$ cat config.mk
export PLATFORM = sky130hd
export DESIGN_NAME = dm_access_ctrl
export DESIGN_NICKNAME = d
export VERILOG_FILES = /design/src/rtl/dm_access_ctrl.sv
export SDC_FILE = /design/constraint.sdc
export NUM_CORES = 1
export LEC_CHECK = 0
export CAP_MARGIN = 20
export CORE_ASPECT_RATIO = 0.6
export CORE_MARGIN = 4
export CORE_UTILIZATION = 40
export CTS_CLUSTER_SIZE = 24
export DETAILED_ROUTE_END_ITERATION = 10
export PLACE_DENSITY = 0.75
export RECOVER_POWER = 25
export SLEW_MARGIN = 20
export SYNTH_ARGS = -nofsm -noshare
export SYNTH_HDL_FRONTEND = slang
export SYNTH_SLANG_ARGS = --single-unit
$ cat constraint.sdc
create_clock -name clk -period 2.63 [get_ports clk]
set_clock_uncertainty 0.1 [all_clocks]
set_input_delay 0.526 -clock clk [delete_from_list [all_inputs] [get_ports clk]]
set_output_delay 0.526 -clock clk [all_outputs]
set_load 0.03 [all_outputs]
$ cat src/rtl/dm_access_ctrl.sv
// Load/store initiator between the MEM stage and data memory (one request in flight).
// Optional DM_ACCESS_CNT_EN adds ld_cnt/st_cnt counters of successful loads/stores.
module dm_access_ctrl #(
  parameter int ADDR_W        = 32,
  parameter int DM_WORDS_LOG2 = 10
) (
  input  logic              clk,
  input  logic              reset,
  input  logic              req_valid,
  output logic              req_ready,
  input  logic              req_we,
  input  logic [1:0]        req_size,
  input  logic              req_sign,
  input  logic [ADDR_W-1:0] req_addr,
  input  logic [31:0]       req_wdata,
  output logic              rsp_valid,
  output logic [31:0]       rsp_rdata,
  output logic              rsp_err,
  output logic [ADDR_W-1:0] dm_addr,
  output logic [31:0]       dm_invalue,
  output logic              dm_memwrite,
  output logic              dm_memread,
  input  logic [31:0]       dm_outvalue
`ifdef DM_ACCESS_CNT_EN
  ,
  output logic [31:0]       ld_cnt,
  output logic [31:0]       st_cnt
`endif
);

  localparam logic [2:0] ST_IDLE  = 3'd0;
  localparam logic [2:0] ST_LOAD  = 3'd1;
  localparam logic [2:0] ST_MERGE = 3'd2;
  localparam logic [2:0] ST_STORE = 3'd3;
  localparam logic [2:0] ST_RESP  = 3'd4;

  localparam logic [1:0] SZ_BYTE = 2'd0;
  localparam logic [1:0] SZ_HALF = 2'd1;
  localparam logic [1:0] SZ_WORD = 2'd2;
  localparam logic [1:0] SZ_ILL  = 2'd3;

  logic [2:0]        state_reg, state_next;
  logic              we_reg;
  logic [1:0]        size_reg;
  logic              sign_reg;
  logic [ADDR_W-1:0] addr_reg;
  logic [31:0]       data_reg;
  logic [31:0]       rdata_reg;
  logic              err_reg;

  logic              accept;
  logic              size_bad;
  logic              align_bad;
  logic              range_bad;
  logic              accept_err;
  logic [3:0]        lane_en;
  logic [31:0]       merged_word;
  logic [7:0]        ld_byte;
  logic [15:0]       ld_half;
  logic [31:0]       load_ext;

  assign accept = req_valid && req_ready;

  // Error classification is done on the live request so the bad case
  // can jump straight to RESP without ever touching dm.
  assign size_bad   = (req_size == SZ_ILL);
  assign align_bad  = ((req_size == SZ_HALF) && req_addr[0]) ||
                      ((req_size == SZ_WORD) && (req_addr[1:0] != 2'b00));
  assign range_bad  = ((req_addr >> (DM_WORDS_LOG2 + 2)) != '0);
  assign accept_err = size_bad || align_bad || range_bad;

  always_comb begin
    state_next = state_reg;
    case (state_reg)
      ST_IDLE: begin
        if (accept) begin
          if (accept_err)
            state_next = ST_RESP;
          else if (!req_we)
            state_next = ST_LOAD;
          else if (req_size == SZ_WORD)
            state_next = ST_STORE;
          else
            state_next = ST_MERGE;
        end
      end
      ST_LOAD:  state_next = ST_RESP;
      ST_MERGE: state_next = ST_STORE;
      ST_STORE: state_next = ST_RESP;
      ST_RESP:  state_next = ST_IDLE;
      default:  state_next = ST_IDLE;
    endcase
  end

  // Byte lanes are little-endian: lane k holds word[8k+7:8k].
  genvar gi;
  generate
    for (gi = 0; gi < 4; gi++) begin : g_lane
      localparam logic [1:0] LANE = 2'(gi);
      logic [7:0] wr_lane;

      assign lane_en[gi] = (size_reg == SZ_BYTE) ? (addr_reg[1:0] == LANE)
                                                 : (addr_reg[1] == LANE[1]);
      assign wr_lane     = (size_reg == SZ_HALF && LANE[0]) ? data_reg[15:8]
                                                            : data_reg[7:0];
      assign merged_word[8*gi +: 8] = lane_en[gi] ? wr_lane
                                                  : dm_outvalue[8*gi +: 8];
    end
  endgenerate

  always_comb begin
    ld_byte = dm_outvalue[7:0];
    case (addr_reg[1:0])
      2'd0: ld_byte = dm_outvalue[7:0];
      2'd1: ld_byte = dm_outvalue[15:8];
      2'd2: ld_byte = dm_outvalue[23:16];
      2'd3: ld_byte = dm_outvalue[31:24];
      default: ld_byte = dm_outvalue[7:0];
    endcase
  end

  assign ld_half = addr_reg[1] ? dm_outvalue[31:16] : dm_outvalue[15:0];

  always_comb begin
    load_ext = dm_outvalue;
    case (size_reg)
      SZ_BYTE: load_ext = {{24{sign_reg & ld_byte[7]}}, ld_byte};
      SZ_HALF: load_ext = {{16{sign_reg & ld_half[15]}}, ld_half};
      default: load_ext = dm_outvalue;
    endcase
  end

  always_ff @(posedge clk or negedge reset) begin
    if (!reset) begin
      state_reg <= ST_IDLE;
      we_reg    <= 1'b0;
      size_reg  <= 2'd0;
      sign_reg  <= 1'b0;
      addr_reg  <= '0;
      data_reg  <= 32'd0;
      rdata_reg <= 32'd0;
      err_reg   <= 1'b0;
    end else begin
      state_reg <= state_next;
      if (accept) begin
        we_reg    <= req_we;
        size_reg  <= req_size;
        sign_reg  <= req_sign;
        addr_reg  <= req_addr;
        data_reg  <= req_wdata;
        rdata_reg <= 32'd0;
        err_reg   <= accept_err;
      end
      if (state_reg == ST_LOAD)
        rdata_reg <= load_ext;
      // data_reg becomes the full word to write back once the old lanes are in.
      if (state_reg == ST_MERGE)
        data_reg <= merged_word;
    end
  end

  assign req_ready   = (state_reg == ST_IDLE);
  assign dm_memread  = (state_reg == ST_LOAD) || (state_reg == ST_MERGE);
  assign dm_memwrite = (state_reg == ST_STORE);
  assign dm_addr     = {addr_reg[ADDR_W-1:2], 2'b00};
  assign dm_invalue  = data_reg;
  assign rsp_valid   = (state_reg == ST_RESP);
  assign rsp_err     = (state_reg == ST_RESP) && err_reg;
  assign rsp_rdata   = (state_reg == ST_RESP) ? rdata_reg : 32'd0;

`ifdef DM_ACCESS_CNT_EN
  logic [31:0] ld_cnt_reg;
  logic [31:0] st_cnt_reg;

  always_ff @(posedge clk or negedge reset) begin
    if (!reset) begin
      ld_cnt_reg <= 32'd0;
      st_cnt_reg <= 32'd0;
    end else if (state_reg == ST_RESP && !err_reg) begin
      if (we_reg)
        st_cnt_reg <= st_cnt_reg + 32'd1;
      else
        ld_cnt_reg <= ld_cnt_reg + 32'd1;
    end
  end

  assign ld_cnt = ld_cnt_reg;
  assign st_cnt = st_cnt_reg;
`endif

endmodule

==> metrics.md, run 1 <==
| Metric | Value |
|---|---|
| MaxCap Viol Count | `0` |
| Power Density | `572 nW/um^2` |
| Setup TNS | `0 ns` |
| Mux contribution to synthesized area | `18.1%` |
| Kind of critical path | `reg2out` |
| CP max FO | `34` |
| GR Overflow Total | `0` |
| IO Pins | `204` |
| Worst-path cell chain | `nor3b_2 -> buf_4 -> and2_1 -> buf_12` |
| Post-DRT Antenna Nets | `0` |
| Sw frac | `between 30 and 40%` |
| Antenna violations before repair | `1` |
| Dpl cell area | `7710 sq um` |
| Area contributors post-synth | `dfrtp_1 (45%), mux2_2 (6.7%), mux2_1 (4.5%)` |
| Largest stage delay, worst path | `between 0.5 and 0.6 ns` |
| Die height | `100 um` |
| Int Power | `3.05 mW` |
| Critical Path Stages | `4` |
| Worst Setup End Kind | `output pin` |
| CTS tree | `done` |
| Max Fclk | `404 MHz` |
| DRT Wirelength | `17.8 mm` |
| Top cells by count, synth | `dfrtp_1 (103), nand2_1 (49), and2_1 (35), buf_4 (34), mux2_2 (34)` |
| Final Slew Violations | `0` |
| Reg2Reg Depth | `4` |
| CP bufs+invs | `2` |
| # port buffers | `201` |
| Reg power frac | `40.4%` |
| Post-Synthesis Cells | `about 540` |
| XOR/XNOR share of the synthesized area | `0%` |
| CTS buffer count | `9` |
| Htree depth | `3` |
| Peak supply drop | `343 uV` |
| Clk slew on worst S/H paths | `0.07 ns` |
| Final min period | `2.48 ns` |
| Fin util | `between 50% and 60%` |
| Clk sink count | `103` |
| Hold path depth | `1` |
| Post-DP HPWL | `13.7 mm` |
| Post-synth top area share | `45.2%` |
| Post-synthesis compound-gate area fraction | `15.0%` |
| Final nets | `about 800` |
| Count of state elements after synthesis | `103` |
| Largest delay contributor family on the critical path | `flip-flops` |
| Clock power share | `between 20 and 30%` |
| Max-Slew Margin vs Limit | `under 10%` |
| Worst EP arrival | `1.85 ns` |
| Skew-Pair Late Insertion Delay | `0.34 ns` |
| Wirelength per Cell | `19.8 um` |
| CP required | `2.00 ns` |
| Status | `complete, no violations` |
| Worst Hold Class | `reg2reg` |
| Die X | `~160 um` |
| Unrepaired setup endpoints after global routing | `no` |
| Sequential area share after synthesis | `45.2%` |
| Part of the cycle the worst path needs | `between 90% and 100%` |
| Initial DRC count | `358` |
| CTS root buffer | `clkbuf_16` |
| Area leader, netlist | `dfrtp_1` |
| FF-to-FF setup slack | `approximately 0.46 ns` |
| Initial Utilization | `41.3%` |
| GRT Total Usage | `between 20% and 30%` |
| Final hold violation count | `0` |
| Drt pass-1 iters | `5` |
| First-pass GRT wire length | `28.2 mm` |
| Mapped Area | `5700 sq um` |
| Least-Margin Pin Slew | `around 1.5 ns` |
| Synth async-reset ratio | `between 90% and 100%` |
| Number of enable flip-flop cells after synthesis | `0` |
| Startpoint types | `register` |
| Top FF cell, synth | `dfrtp_1` |
| Slowest-stage cell, CP | `dfrtp_1` |
| Combinational family with the most area after synthesis | `multiplexers` |
| Final setup viols | `0` |
| Post-synthesis simple-gate area fraction | `between 10% and 20%` |
| Gate power share | `31.6%` |
| Vias/cell | `between 5 and 6` |
| Core ar. | `13800 sq um` |
| Avg Cell Area, Syn | `10.6 sq um` |
| DRC viols | `0` |
| Static Leakage | `between 3 and 4 nW` |
| DR vias | `~4900` |
| # rows | `33` |
| Synth Area in Adders | `0%` |
| Post-synthesis cell type count | `45` |
| Total die area | `16300 sq um` |
| Top-count cell post-synth | `dfrtp_1` |
| Post-route design area | `7980 sq um` |
| Net Switching | `1.52 mW` |
| CTS max path bufs | `2` |
| Synth warn | `0` |
| Layout cells sized above 1 | `17.1%` |
| Vias in the first global route | `5229` |
| Synthesis-to-layout area growth | `40.0%` |
| Largest net degree at the start of global routing | `52` |
| Final Wtd Congestion | `0.959` |
## worst paths after layout
path,start,to
min in group asynchronous,reset,dm_invalue[18]
min,rdata_reg[15],rdata_reg[15]
max in group asynchronous,reset,addr_reg[15]
min reg2reg,rdata_reg[15],rdata_reg[15]
max,state_reg[2],rsp_rdata[8]
max reg2reg,state_reg[0],rdata_reg[31]
## layout make-up
cell class                 count  area, sq um
timing repair buffer         221         2160
fill                        1183         5810
sequential                   103         2580
tap                          192          240
clock buffer                   9          225
antenna                        1         2.50
multi-input combinational    353         2660
clock inverter                 7         55.1
inverter                      15         56.3
## cells in the final DEF, fill, tap and decap left out, drive strengths merged, types with 2 or more instances in the layout
master / n
a21o: 2
nor3: 3
and2: 35
a22o: 3
nor4: 5
nand2b: 7
a221oi: 3
o21ai: 24
clkinv: 2
a221o: 5
mux2i: 23
clkbuf: 11
a22oi: 21
buf: 53
nor2b: 20
mux4: 7
clkdlybuf4s50: 165
inv: 19
a31o: 2
a32o: 6
conb: 2
nor2: 18
a211oi: 19
nor3b: 3
dfrtp: 103
mux2: 57
o22ai: 7
a21oi: 15
a31oi: 9
nand2: 49
## cell families (layout without fill, tap and decap cells)
logic type | Yosys count | after routing
and+or+nand+nor | 143 | 143
DFF | 103 | 103
muxes | 87 | 87
buffers and inverters | 84 | 252
AOI/OAI and AO/OA | 121 | 121
other | 1 | 3
## power by group through the flow
stage / combinational, mW / sequential (mW) / clock, mW
after detailed placement: 1.45 / 1.87 / 0
final: 1.44 / 1.84 / 1.28
after CTS: 1.45 / 1.84 / 1.31
after floorplan: 0.781 / 1.97 / 0
after global placement: 1.42 / 1.86 / 0
after global routing: 1.54 / 1.87 / 1.39
## metrics by stage
step / total power, mW / setup slack (ns) / hold WS (ns) / cells
6_report: 4.57 / 0.153 / 0.388 / 901
3_5_place_dp: 3.32 / 0.112 / 0.370 / 884
2_1_floorplan: 2.75 / 0.272 / 0.130 / 540
3_3_place_gp: 3.28 / 0.217 / 0.352 / 884
5_1_grt: 4.79 / 0.0328 / 0.418 / 901
4_1_cts: 4.60 / 0.0894 / 0.00438 / 900
## metal layers
metal / track usage (%) / up-vias / part of all wire, %
met2: 35.8 / 251 / 46
met4: 5.91 / 0 / 1.8
met1: 27.7 / 2426 / 41
met5: 0 / - / 0
met3: 7.93 / 30 / 11
li1: - / 2229 / -
## worst register-to-register path, delay by kind of cell, from the launching register on
kind | cells | cell delay, ns
AO/OA/AOI/OAI | 1 | 0.14
flip-flops | 1 | 0.57
AND/OR/NAND/NOR | 3 | 1.28
## timing repair
action                                  in CTS  in global routing
endpoints found under the setup margin       0                  1
hold buffers                                 0                  0
gates resized for setup                      0                  1
buffers inserted                             0                  0
(Power assumes the default switching activity.)
==> run 2, diff against run 1 <==
Settings changed: CORE_MARGIN 4 to 3.
==> metrics.md, run 2 (same netlist as run 1, synthesis figures left out) <==
| Metric | Value |
|---|---|
| Drt pass-1 iters | `7` |
| Skew-Pair Late Insertion Delay | `between 0.3 and 0.4 ns` |
| Post-Place Cells | `888` |
| DRT Wirelength | `approximately 18 mm` |
| Core ar. | `13800 sq um` |
| Post-DRT Antenna Nets | `0` |
| Antenna violations before repair | `0` |
| Final min period | `2.55 ns` |
| Final Slew Violations | `0` |
| Die height | `98.5 um` |
| Commonest non-fill, non-tap cells in the layout | `clkdlybuf4s50_1 (166), dfrtp_1 (103), buf_4 (50)` |
| DRC viols | `0` |
| Static Leakage | `3.51 nW` |
| Dpl cell area | `7720 sq um` |
| Setup TNS | `0 ns` |
| DR vias | `4849` |
| Kind of critical path | `reg2out` |
| Initial DRC count | `between 300 and 400` |
| Final setup viols | `0` |
| Worst Setup End Kind | `output pin` |
| Number of fill cells | `1213` |
| Htree depth | `3` |
| Antenna Cells | `0` |
| Wirelength per Cell | `between 15 and 20 um` |
| CTS max path bufs | `2` |
| Worst Hold Class | `in2async` |
| Final Wtd Congestion | `approximately 0.93` |
| Worst flop-to-flop path startpoint | `state_reg[2]` |
| MaxCap Viol Count | `0` |
| # rows | `33` |
| Part of the cycle the worst path needs | `96.9%` |
| GR Overflow Total | `0` |
| Commonest non-fill, non-tap cell in the layout | `clkdlybuf4s50_1` |
| Worst Setup SP | `state_reg[2]` |
| Place WS | `0.170 ns` |
| Clk slew on worst S/H paths | `0.08 ns` |
| Final nets | `810` |
| Status | `complete, no violations` |
| IO Pins | `204` |
| Synthesis-to-layout area growth | `40.3%` |
| Final hold violation count | `0` |
| Least-Margin Pin Slew | `1.08 ns` |
| Fin util | `slightly below 60%` |
| CP max FO | `9` |
| Max-Slew Margin vs Limit | `28.2%` |
| Initial Utilization | `41.3%` |
| Die X | `roughly 160 um` |
| Total die area | `15800 sq um` |
| FF-to-FF setup slack | `0.57 ns` |
| CTS tree | `done` |
| CTS Hold Bufs | `0` |
| First-pass GRT wire length | `28.4 mm` |
| # port buffers | `201` |
| CTS buffer count | `9` |
| Layout cells sized above 1 | `between 10% and 20%` |
| Post-route design area | `7990 sq um` |
| Worst Slack Setup Final | `~0.081 ns` |
| Startpoint types | `register` |
| Max Fclk | `392 MHz` |
| Largest net degree at the start of global routing | `56` |
| GRT Total Usage | `22.6%` |
| Post-DP HPWL | `13.6 mm` |
| Vias/cell | `between 5 and 6` |
| Vias in the first global route | `a little over 5000` |
| Clk sink count | `~100` |
| Power Density | `between 500 and 600 nW/um^2` |
| Layout Cells excl Fill | `904` |
| Peak supply drop | `just over 400 uV` |
| CP required | `2.00 ns` |
| Worst EP arrival | `1.92 ns` |
| Resized Gates After CTS | `0` |
| Setup Buffers After CTS | `0` |
| Unrepaired setup endpoints after global routing | `no` |
| CTS root buffer | `clkbuf_16` |
-- run 2: report_power, final --
| group | leakage [nW] | total, mW | switching (mW) | internal (mW) |
|---|---|---|---|---|
| combinational | 2.07 | 1.46 | 0.787 | 0.674 |
| clock | 0.145 | 1.32 | 0.640 | 0.685 |
| sequential | 1.30 | 1.84 | 0.113 | 1.73 |
| total | 3.51 | 4.63 | 1.54 | 3.09 |
-- run 2: per-stage QoR --
step	hold slack (ns)	total power, mW
global route	0.334	4.85
finish	0.259	4.63
CTS	0.0748	4.67
floorplan	0.130	2.75
detailed placement	0.366	3.34
global placement	0.357	3.30
-- run 2: per-layer routing --
layer,routed length [um],track usage (%)
met5,0,0
met4,208,4.27
met3,1410,5.88
met2,8290,37.2
met1,7770,30.6
-- run 2: worst max-delay path, stage by stage (launching register included) --
cell             delay, ns
dfrtp_1               0.51
nor2_1                0.20
nand2_1               0.10
nand2_1               0.10
clkdlybuf4s50_1       0.68
-- run 2: layout make-up --
class | instances | area (sq um) | share of cell area, %
Sequential cell | 103 | 2580 | 32.2
Clock buffer | 10 | 239 | 2.99
Multi-Input combinational cell | 353 | 2660 | 33.3
Clock inverter | 6 | 51.3 | 0.642
Timing Repair Buffer | 225 | 2170 | 27.2
Inverter | 15 | 56.3 | 0.704
Tap cell | 192 | 240 | 3.01
-- run 2: final timing paths --
path | to | cells past startpoint
min in group clk | addr_reg[28] | 1
min reg2reg | addr_reg[28] | 1
min | dm_invalue[21] | 1
max reg2reg | dm_invalue[2] | 5
max in group asynchronous | dm_invalue[3] | 2
max | dm_memread | 4
